### src/rtl/pipe_ctrl_pkg.sv
// pipe_ctrl_pkg: controller state encodings and stall-group bit positions.
package pipe_ctrl_pkg;
   typedef enum logic [1:0] {RUN = 2'd0, LD_WAIT = 2'd1, EX_BUSY = 2'd2, FLUSH = 2'd3} ctrl_state_e;
   localparam int SG_IF  = 0;
   localparam int SG_ID  = 1;
   localparam int SG_EX  = 2;
   localparam int SG_MEM = 3;
   localparam int SG_W   = 4;
endpackage

### src/rtl/perf_counter.sv
// perf_counter: wrapping event counter with synchronous clear over increment.
module perf_counter #(
   parameter int CNT_W = 32
) (
   input  logic             clk,
   input  logic             rst,
   input  logic             inc,
   input  logic             clr,
   output logic [CNT_W-1:0] cnt
);
   logic [CNT_W-1:0] cnt_q;
   always_ff @(posedge clk or posedge rst)
      if (rst) cnt_q <= '0;
      else if (clr) cnt_q <= '0;
      else if (inc) cnt_q <= cnt_q + 1'b1;
   assign cnt = cnt_q;
endmodule

### src/rtl/pipe_stall_ctrl.sv
// pipe_stall_ctrl: pipeline stall/bubble/flush sequencing with perf counters.
module pipe_stall_ctrl
   import pipe_ctrl_pkg::*;
#(
   parameter int LD_TIMEOUT = 256,
   parameter int FLUSH_LEN  = 1,
   parameter int CNT_W      = 32
) (
   input  logic             clk,
   input  logic             rst,
   input  logic             operands_valid,
   input  logic             exec_start,
   input  logic             exec_done,
   input  logic             branch_redirect,
   input  logic             trap_req,
   input  logic             cnt_clr,
   output logic             stall_if,
   output logic             stall_id,
   output logic             stall_ex,
   output logic             bubble_mem,
   output logic             flush_id,
   output logic             flush_ex,
   output logic [1:0]       ctrl_state,
   output logic             ld_timeout,
   output logic [CNT_W-1:0] ld_stall_cnt,
   output logic [CNT_W-1:0] ex_stall_cnt,
   output logic [CNT_W-1:0] flush_cnt
);
   localparam int WW = $clog2(LD_TIMEOUT);
   localparam int FW = $clog2(FLUSH_LEN + 1);
   localparam logic [WW-1:0] WAIT_MAX = WW'(LD_TIMEOUT - 1);
   localparam logic [FW-1:0] FL_RELOAD = FW'(FLUSH_LEN - 1);
   localparam ctrl_state_e FLUSH_NXT = (FLUSH_LEN > 1) ? FLUSH : RUN;

   ctrl_state_e state_q, state_d;
   logic [WW-1:0] wait_q, wait_d;
   logic [FW-1:0] fl_q, fl_d;
   logic to_q, to_d;
   logic flush_ev, ld_stall, ex_stall, ex_go;
   logic [SG_W-1:0] sg;

   // branch_redirect cannot preempt a multicycle op; only a trap can
   assign flush_ev = (state_q != FLUSH) && (trap_req || (branch_redirect && state_q != EX_BUSY));
   assign ex_go    = exec_start && !exec_done;
   assign ld_stall = !flush_ev && (state_q == RUN || state_q == LD_WAIT) && !operands_valid;
   assign ex_stall = !flush_ev && ((state_q == RUN && operands_valid && ex_go) ||
                                   (state_q == EX_BUSY && !exec_done));

   always_comb begin
      state_d = state_q;
      wait_d  = '0;
      fl_d    = fl_q;
      if (flush_ev) begin
         state_d = FLUSH_NXT;
         fl_d    = FL_RELOAD;
      end else begin
         case (state_q)
            RUN:     state_d = !operands_valid ? LD_WAIT : ex_go ? EX_BUSY : RUN;
            LD_WAIT: if (!operands_valid) wait_d = (wait_q == WAIT_MAX) ? wait_q : wait_q + 1'b1;
                     else state_d = ex_go ? EX_BUSY : RUN;
            EX_BUSY: state_d = exec_done ? RUN : EX_BUSY;
            default: begin
               fl_d    = trap_req ? FL_RELOAD : fl_q - 1'b1;
               state_d = (!trap_req && fl_q <= FW'(1)) ? RUN : FLUSH;
            end
         endcase
      end
      to_d = (wait_d == WAIT_MAX) && (wait_q != WAIT_MAX);
   end

   always_ff @(posedge clk or posedge rst)
      if (rst) begin
         state_q <= RUN;
         wait_q  <= '0;
         fl_q    <= '0;
         to_q    <= 1'b0;
      end else begin
         state_q <= state_d;
         wait_q  <= wait_d;
         fl_q    <= fl_d;
         to_q    <= to_d;
      end

   assign sg         = {SG_W{(ld_stall || ex_stall) && !rst}};
   assign stall_if   = sg[SG_IF];
   assign stall_id   = sg[SG_ID];
   assign stall_ex   = sg[SG_EX];
   assign bubble_mem = sg[SG_MEM];
   assign flush_id   = (flush_ev || state_q == FLUSH) && !rst;
   assign flush_ex   = flush_id;
   assign ctrl_state = state_q;
   assign ld_timeout = to_q;

   perf_counter #(.CNT_W(CNT_W)) u_ld_cnt (.clk(clk), .rst(rst), .inc(ld_stall), .clr(cnt_clr), .cnt(ld_stall_cnt));
   perf_counter #(.CNT_W(CNT_W)) u_ex_cnt (.clk(clk), .rst(rst), .inc(ex_stall), .clr(cnt_clr), .cnt(ex_stall_cnt));
   perf_counter #(.CNT_W(CNT_W)) u_fl_cnt (.clk(clk), .rst(rst), .inc(flush_ev), .clr(cnt_clr), .cnt(flush_cnt));
endmodule

### config.mk
export PLATFORM = sky130hd
export DESIGN_NAME = pipe_stall_ctrl
export DESIGN_NICKNAME = d
export VERILOG_FILES = /design/src/rtl/pipe_ctrl_pkg.sv /design/src/rtl/perf_counter.sv /design/src/rtl/pipe_stall_ctrl.sv
export SDC_FILE = /design/constraint.sdc
export NUM_CORES = 1
export LEC_CHECK = 0
export CORE_AREA = 10 10 179 97
export DETAILED_ROUTE_END_ITERATION = 8
export DIE_AREA = 0 0 189 107
export PLACE_DENSITY_LB_ADDON = 0.08
export REMOVE_ABC_BUFFERS = 1
export SETUP_SLACK_MARGIN = 0.05
export SLEW_MARGIN = 30
export SYNTH_ARGS = -nofsm -noshare
export SYNTH_HDL_FRONTEND = slang
export SYNTH_SLANG_ARGS = --single-unit
### constraint.sdc
create_clock -name clk -period 4.8 [get_ports clk]
set_input_delay 0.72 -clock clk [delete_from_list [all_inputs] [get_ports clk]]
set_output_delay 0.72 -clock clk [all_outputs]
set_load 0.02 [all_outputs]
==> results of run 1 <==
[power breakdown]
part | switching (mW) | internal, mW | leakage [nW]
registers | 0.00814 | 0.905 | 1.49
logic | 0.0630 | 0.0293 | 1.23
clock network | 0.338 | 0.403 | 0.134
total | 0.409 | 1.34 | 2.86
[per-stage QoR]
stage          instance area (µm²)  power (mW)
2_1_floorplan                 5463      0.9724
3_3_place_gp                  6890       1.026
3_5_place_dp                  6890       1.026
4_1_cts                       7178       1.780
5_1_grt                       7182       1.820
6_report                      7182       1.747
[layer usage]
layer / share of wire, % / vias to the layer above / wire length, µm
li1: - / 2291 / -
met1: 48 / 2278 / 6958
met2: 46 / 84 / 6728
met3: 5.3 / 10 / 778
met4: 0.58 / 0 / 85
met5: 0 / - / 0
[flip-flops by register name (all words and copies together) (netlist names)]
register / cells
ctrl_state: 2
wait_q: 8
u_fl_cnt.cnt: 32
u_ex_cnt.cnt: 32
u_ld_cnt.cnt: 32
ld_timeout: 1
[path summary, 6_finish.rpt]
check,slack [ns],from,cells after the start,to
worst max-delay path,1.25,trap_req,7,stall_if
worst min-delay path,0.54,u_ld_cnt.cnt[31],2,u_ld_cnt.cnt[31]
worst max register to register,2.24,ctrl_state[1],5,u_ex_cnt.cnt[28]
worst min register to register,0.54,u_ld_cnt.cnt[31],2,u_ld_cnt.cnt[31]
max in group asynchronous,3.10,rst,3,u_ld_cnt.cnt[7]
min in group asynchronous,0.84,rst,2,u_fl_cnt.cnt[31]
[Yosys cell counts (5+ instances only)]
cell / instances
inv_1: 14
o21ai_0: 16
or3_1: 14
xor2_1: 43
nand3_1: 36
nand4_1: 38
nor2b_1: 5
nor3_1: 13
a21oi_1: 29
dfrtp_1: 107
and2_1: 8
or2_2: 6
and4_1: 11
clkbuf_1: 18
nor4_1: 10
xnor2_1: 30
and3_1: 18
nand2_1: 36
nor2_1: 90
[kinds of logic after synthesis]
group | count (synthesis)
and+or+nand+nor | 304
DFF | 107
xor gates and xnor gates | 73
AOI/OAI and AO/OA | 63
buffers and inverters | 40
adders and majority gates | 4
muxes | 3
[critical path: cells and delay by family]
family                 cells  cell delay (ns)
AO/OA/AOI/OAI              2             0.49
buffers and inverters      3             1.38
AND/OR/NAND/NOR            2             0.24
[area by class of cell]
cell class,instances,share of cell area (%)
well taps,198,3.449
inverters,14,0.7666
flip-flops and latches,107,37.28
clock inverters,5,0.8711
repair buffers,119,16.31
clock buffers,9,3.136
multi-input cells,447,38.19
==> flow_summary.toml, run 1 <==
[clocking]
htree_levels = 3
clk_pin_slew_ns = 0.07
cts_buffers = 9
hold_buffers = 0
clk-insertion-delay-late_ns = 0.34
cts_setup_buffers = 0
cts.path.max_buffers = 2
cts_sinks = 107
cts_tree = "done"
clock-root-buffer = "clkbuf_16"
cts_resized = 0

[global_route]
grt-ovfl-total = 0
top_usage_layer = "met2"
grt_max_degree = 68
met2_usage_pct = 23.03
grt_antenna_before_repair = 0
grt_util_met3_pct = 4.366
grt_pass1_wl_um = 24360
grt_pass1_vias = 4612
grtUsageMet1_pct = 18.90
grt_use_total_pct = 14.35

[route]
drtIter0Drc = 245
vias = 4663
finalWirelength_um = 14550
drc = 0
first_pass_iters = 4
postRouteAntennaNets = 0
wire_per_inst_um = 16.18
via_per_inst = 5.187

[logic_synthesis]
ys_seq_elements = 107
async_flop_share_pct = 100.0
synth_top_family_by_area = "simple AND/OR/NAND/NOR gates"
synth-edff-count = 0
synthSimpleGateAreaFrac_pct = 29.30
ys_seq_area_share_pct = 47.82
synth_xor_area_share_pct = 11.42
synth_top_cell_by_area = "dfrtp_1"
syn_inst = 594
synthMuxAreaShare_pct = 0.5810
synthFlopType = "dfrtp_1"
yosys.area.top_type_share_pct = 47.82
synthDistinctLibCells = 47
synthAdderAreaFrac_pct = 0.8939
yosysWarnings = 0
synth_compound_area_share_pct = 6.615
synthTopCellsByArea = "dfrtp_1 48%, xor2_1 6.7%, nor2_1 6.0%"
synth.avg_cell_area_um2 = 9.426
netlist_area_um2 = 5599

[timing]
relSlewSlack_pct = 45.06
tns_ns = 0
holdWs_ns = 0.5443
setup_viol = 0
fin_skew_ns = 0.01569
maxSlewViolCount = 0
hold_viol_final = 0
rsz0062_at_grt = "no"
post-route-period-util_pct = 74.02
worstMarginPinSlew_ns = 0.8178
fmax_mhz = 281.5
fin_ws_ns = 1.247
min_period_ns = 3.553

[placement]
dp.cells = 885
gp_congestion = 0.7513
post-dp-hpwl_um = 10300
post-place-ws_ns = 1.230
io_buffers = 112

[worst_setup_path]
cp_slowest_cell = "clkdlybuf4s50_1"
worst-setup-path-type = "input port to output port"
worst-path-max-fanout = 13
end_kind = "output port"
path_common_cell = "clkdlybuf4s50_1"
crit_required_ns = 4.08
crit_path_start_kind = "input port"
slowest_delay_ns = 0.67
path_cells = "clkdlybuf4s50_1 -> a21boi_1 -> nor2_1 -> buf_4 -> nand2_1 -> a21oi_1 -> clkdlybuf4s50_1"
worstPathArrival_ns = 2.83

[floorplanning]
std_cell_rows = 31
die_area_um2 = 20220
core-area_um2 = 14230
die_w_um = 189
start_util_pct = 39.33
io-pin-count = 113
die_h_um = 107

[cells_and_area]
regArea_um2 = 2678
finalNonFillerCells = 899
multi_input_area_um2 = 2743
final_util_pct = 50.45
final_cell_mix = "111 x clkdlybuf4s50_1, 107 x dfrtp_1, 90 x nor2_1, 43 x xor2_1, 38 x nand4_1"
fillers = 1368
final_common_cell = "clkdlybuf4s50_1"
syn_to_final_growth_pct = 28.27
diodes = 0
final_nets = 710
drive_gt1_share_pct = 6.419

[pwr]
power_density_nw_per_um2 = 243.2
p_leak_nw = 2.856
peakVddDrop_mv = 0.1656

[outcome]
status = "completed"

[worst_hold_path]
hp-class = "flop to flop"

[run]
max_cap_viol_count = 0
(Power assumes the default switching activity.)
==> inputs of run 2 (changes only) <==
clock period = 3 ns   (was 4.8 ns; I/O delays follow)
==> flow_summary.toml, run 2 (same netlist as run 1, synthesis figures left out) <==
[outcome]
status = "completed"

[timing]
hold_viol_final = 0
maxSlewViolCount = 0
post-route-period-util_pct = 85.33
holdWs_ns = 0.4514
relSlewSlack_pct = 57.68
min_period_ns = 2.560
fmax_mhz = 390.6
tns_ns = 0
rsz0062_at_grt = "no"
fin_skew_ns = 0.007176
fin_ws_ns = 0.4401
worstMarginPinSlew_ns = 0.6281
setup_viol = 0

[route]
vias = 4716
first_pass_iters = 5
wire_per_inst_um = 16.01
drc = 0
via_per_inst = 5.154
finalWirelength_um = 14650
drtIter0Drc = 237
postRouteAntennaNets = 0

[cells_and_area]
final_nets = 725
drive_gt1_share_pct = 8.368
final_util_pct = 51.23
syn_to_final_growth_pct = 30.26
final_cell_mix = "107 x dfrtp_1, 107 x clkdlybuf4s50_1, 90 x nor2_1, 43 x xor2_1, 38 x nand4_1"
finalNonFillerCells = 915
diodes = 0

[run]
max_cap_viol_count = 0

[clocking]
htree_levels = 3
hold_buffers = 0
clk_pin_slew_ns = 0.07
cts_tree = "done"
cts_sinks = 107
cts.path.max_buffers = 2
cts_buffers = 9
clk-insertion-delay-late_ns = 0.35
clock-root-buffer = "clkbuf_16"

[floorplanning]
std_cell_rows = 31
die_h_um = 107
core-area_um2 = 14230
die_area_um2 = 20220
start_util_pct = 39.33
io-pin-count = 113
die_w_um = 189

[global_route]
grt_antenna_before_repair = 0
grt_pass1_vias = 4649
grt_max_degree = 50
grt_use_total_pct = 14.49
grt-ovfl-total = 0
grt_pass1_wl_um = 24470

[pwr]
p_leak_nw = 2.998
peakVddDrop_mv = 0.2648
power_density_nw_per_um2 = 374.7

[placement]
gp_congestion = 0.7850
dp.cells = 900
post-dp-hpwl_um = 10610
post-place-ws_ns = 0.06207
io_buffers = 112

[worst_setup_path]
crit_required_ns = 2.55
path_common_cell = "clkdlybuf4s50_1"
path_cells = "clkdlybuf4s50_1 -> nor2b_1 -> a211oi_1 -> nor2_1 -> clkdlybuf4s50_1"
worst-path-max-fanout = 5
end_kind = "output port"
slowest_delay_ns = 0.63
worst-setup-path-type = "input port to output port"
cp_slowest_cell = "clkdlybuf4s50_1"
worstPathArrival_ns = 2.11
crit_path_start_kind = "input port"

[worst_hold_path]
hp-class = "input port to asynchronous set/reset pin"
## run 2: repair_timing
action	CTS	global route
setup endpoints to repair	0	4
buffers inserted	0	0
gates resized for setup	0	4
## run 2: power breakdown
| group | internal (mW) | total (mW) | switching [mW] |
|---|---|---|---|
| logic | 0.0547 | 0.158 | 0.103 |
| clock network | 0.561 | 1.11 | 0.554 |
| registers | 1.45 | 1.46 | 0.0126 |
## run 2: through the flow
stage | total power [mW] | cell area [µm²]
floorplan | 1.556 | 5463
global placement | 1.651 | 7015
detailed placement | 1.653 | 7015
CTS | 2.780 | 7283
global route | 2.839 | 7293
finish | 2.733 | 7293
## run 2: area by class of cell
class | instances | area (µm²)
fill | 1389 | 6942
multi-input combinational | 447 | 2739
sequential | 107 | 2678
timing repair buffer | 134 | 1306
tap | 198 | 247.7
clock buffer | 9 | 225.2
inverter | 14 | 55.05
clock inverter | 6 | 42.54
## run 2: metal layers
| metal | up-vias | track usage, % | share of wire, % |
|---|---|---|---|
| met5 | - | 0 | 0 |
| met4 | 0 | 3.378 | 0.76 |
| met3 | 9 | 4.690 | 5.6 |
| met2 | 80 | 23.74 | 47 |
| met1 | 2300 | 18.31 | 46 |
| li1 | 2327 | - | - |
## run 2: worst max-delay path, delay by kind of cell
| kind | cells | cell delay (ns) |
|---|---|---|
| AO/OA/AOI/OAI | 1 | 0.09 |
| AND/OR/NAND/NOR | 2 | 0.40 |
| buffers and inverters | 2 | 1.18 |
## run 2: worst paths after layout
check                            startpoint               end  slack, ns  depth (start not counted)
max                         branch_redirect          flush_ex       0.44                          5
min                                     rst   u_ld_cnt.cnt[0]       0.45                          2
max reg2reg                   ctrl_state[1]  u_ld_cnt.cnt[18]       0.51                          5
min reg2reg                u_ld_cnt.cnt[31]  u_ld_cnt.cnt[31]       0.55                          2
max in group asynchronous               rst  u_ex_cnt.cnt[10]       1.98                          3
min in group clk           u_ld_cnt.cnt[31]  u_ld_cnt.cnt[31]       0.55                          2
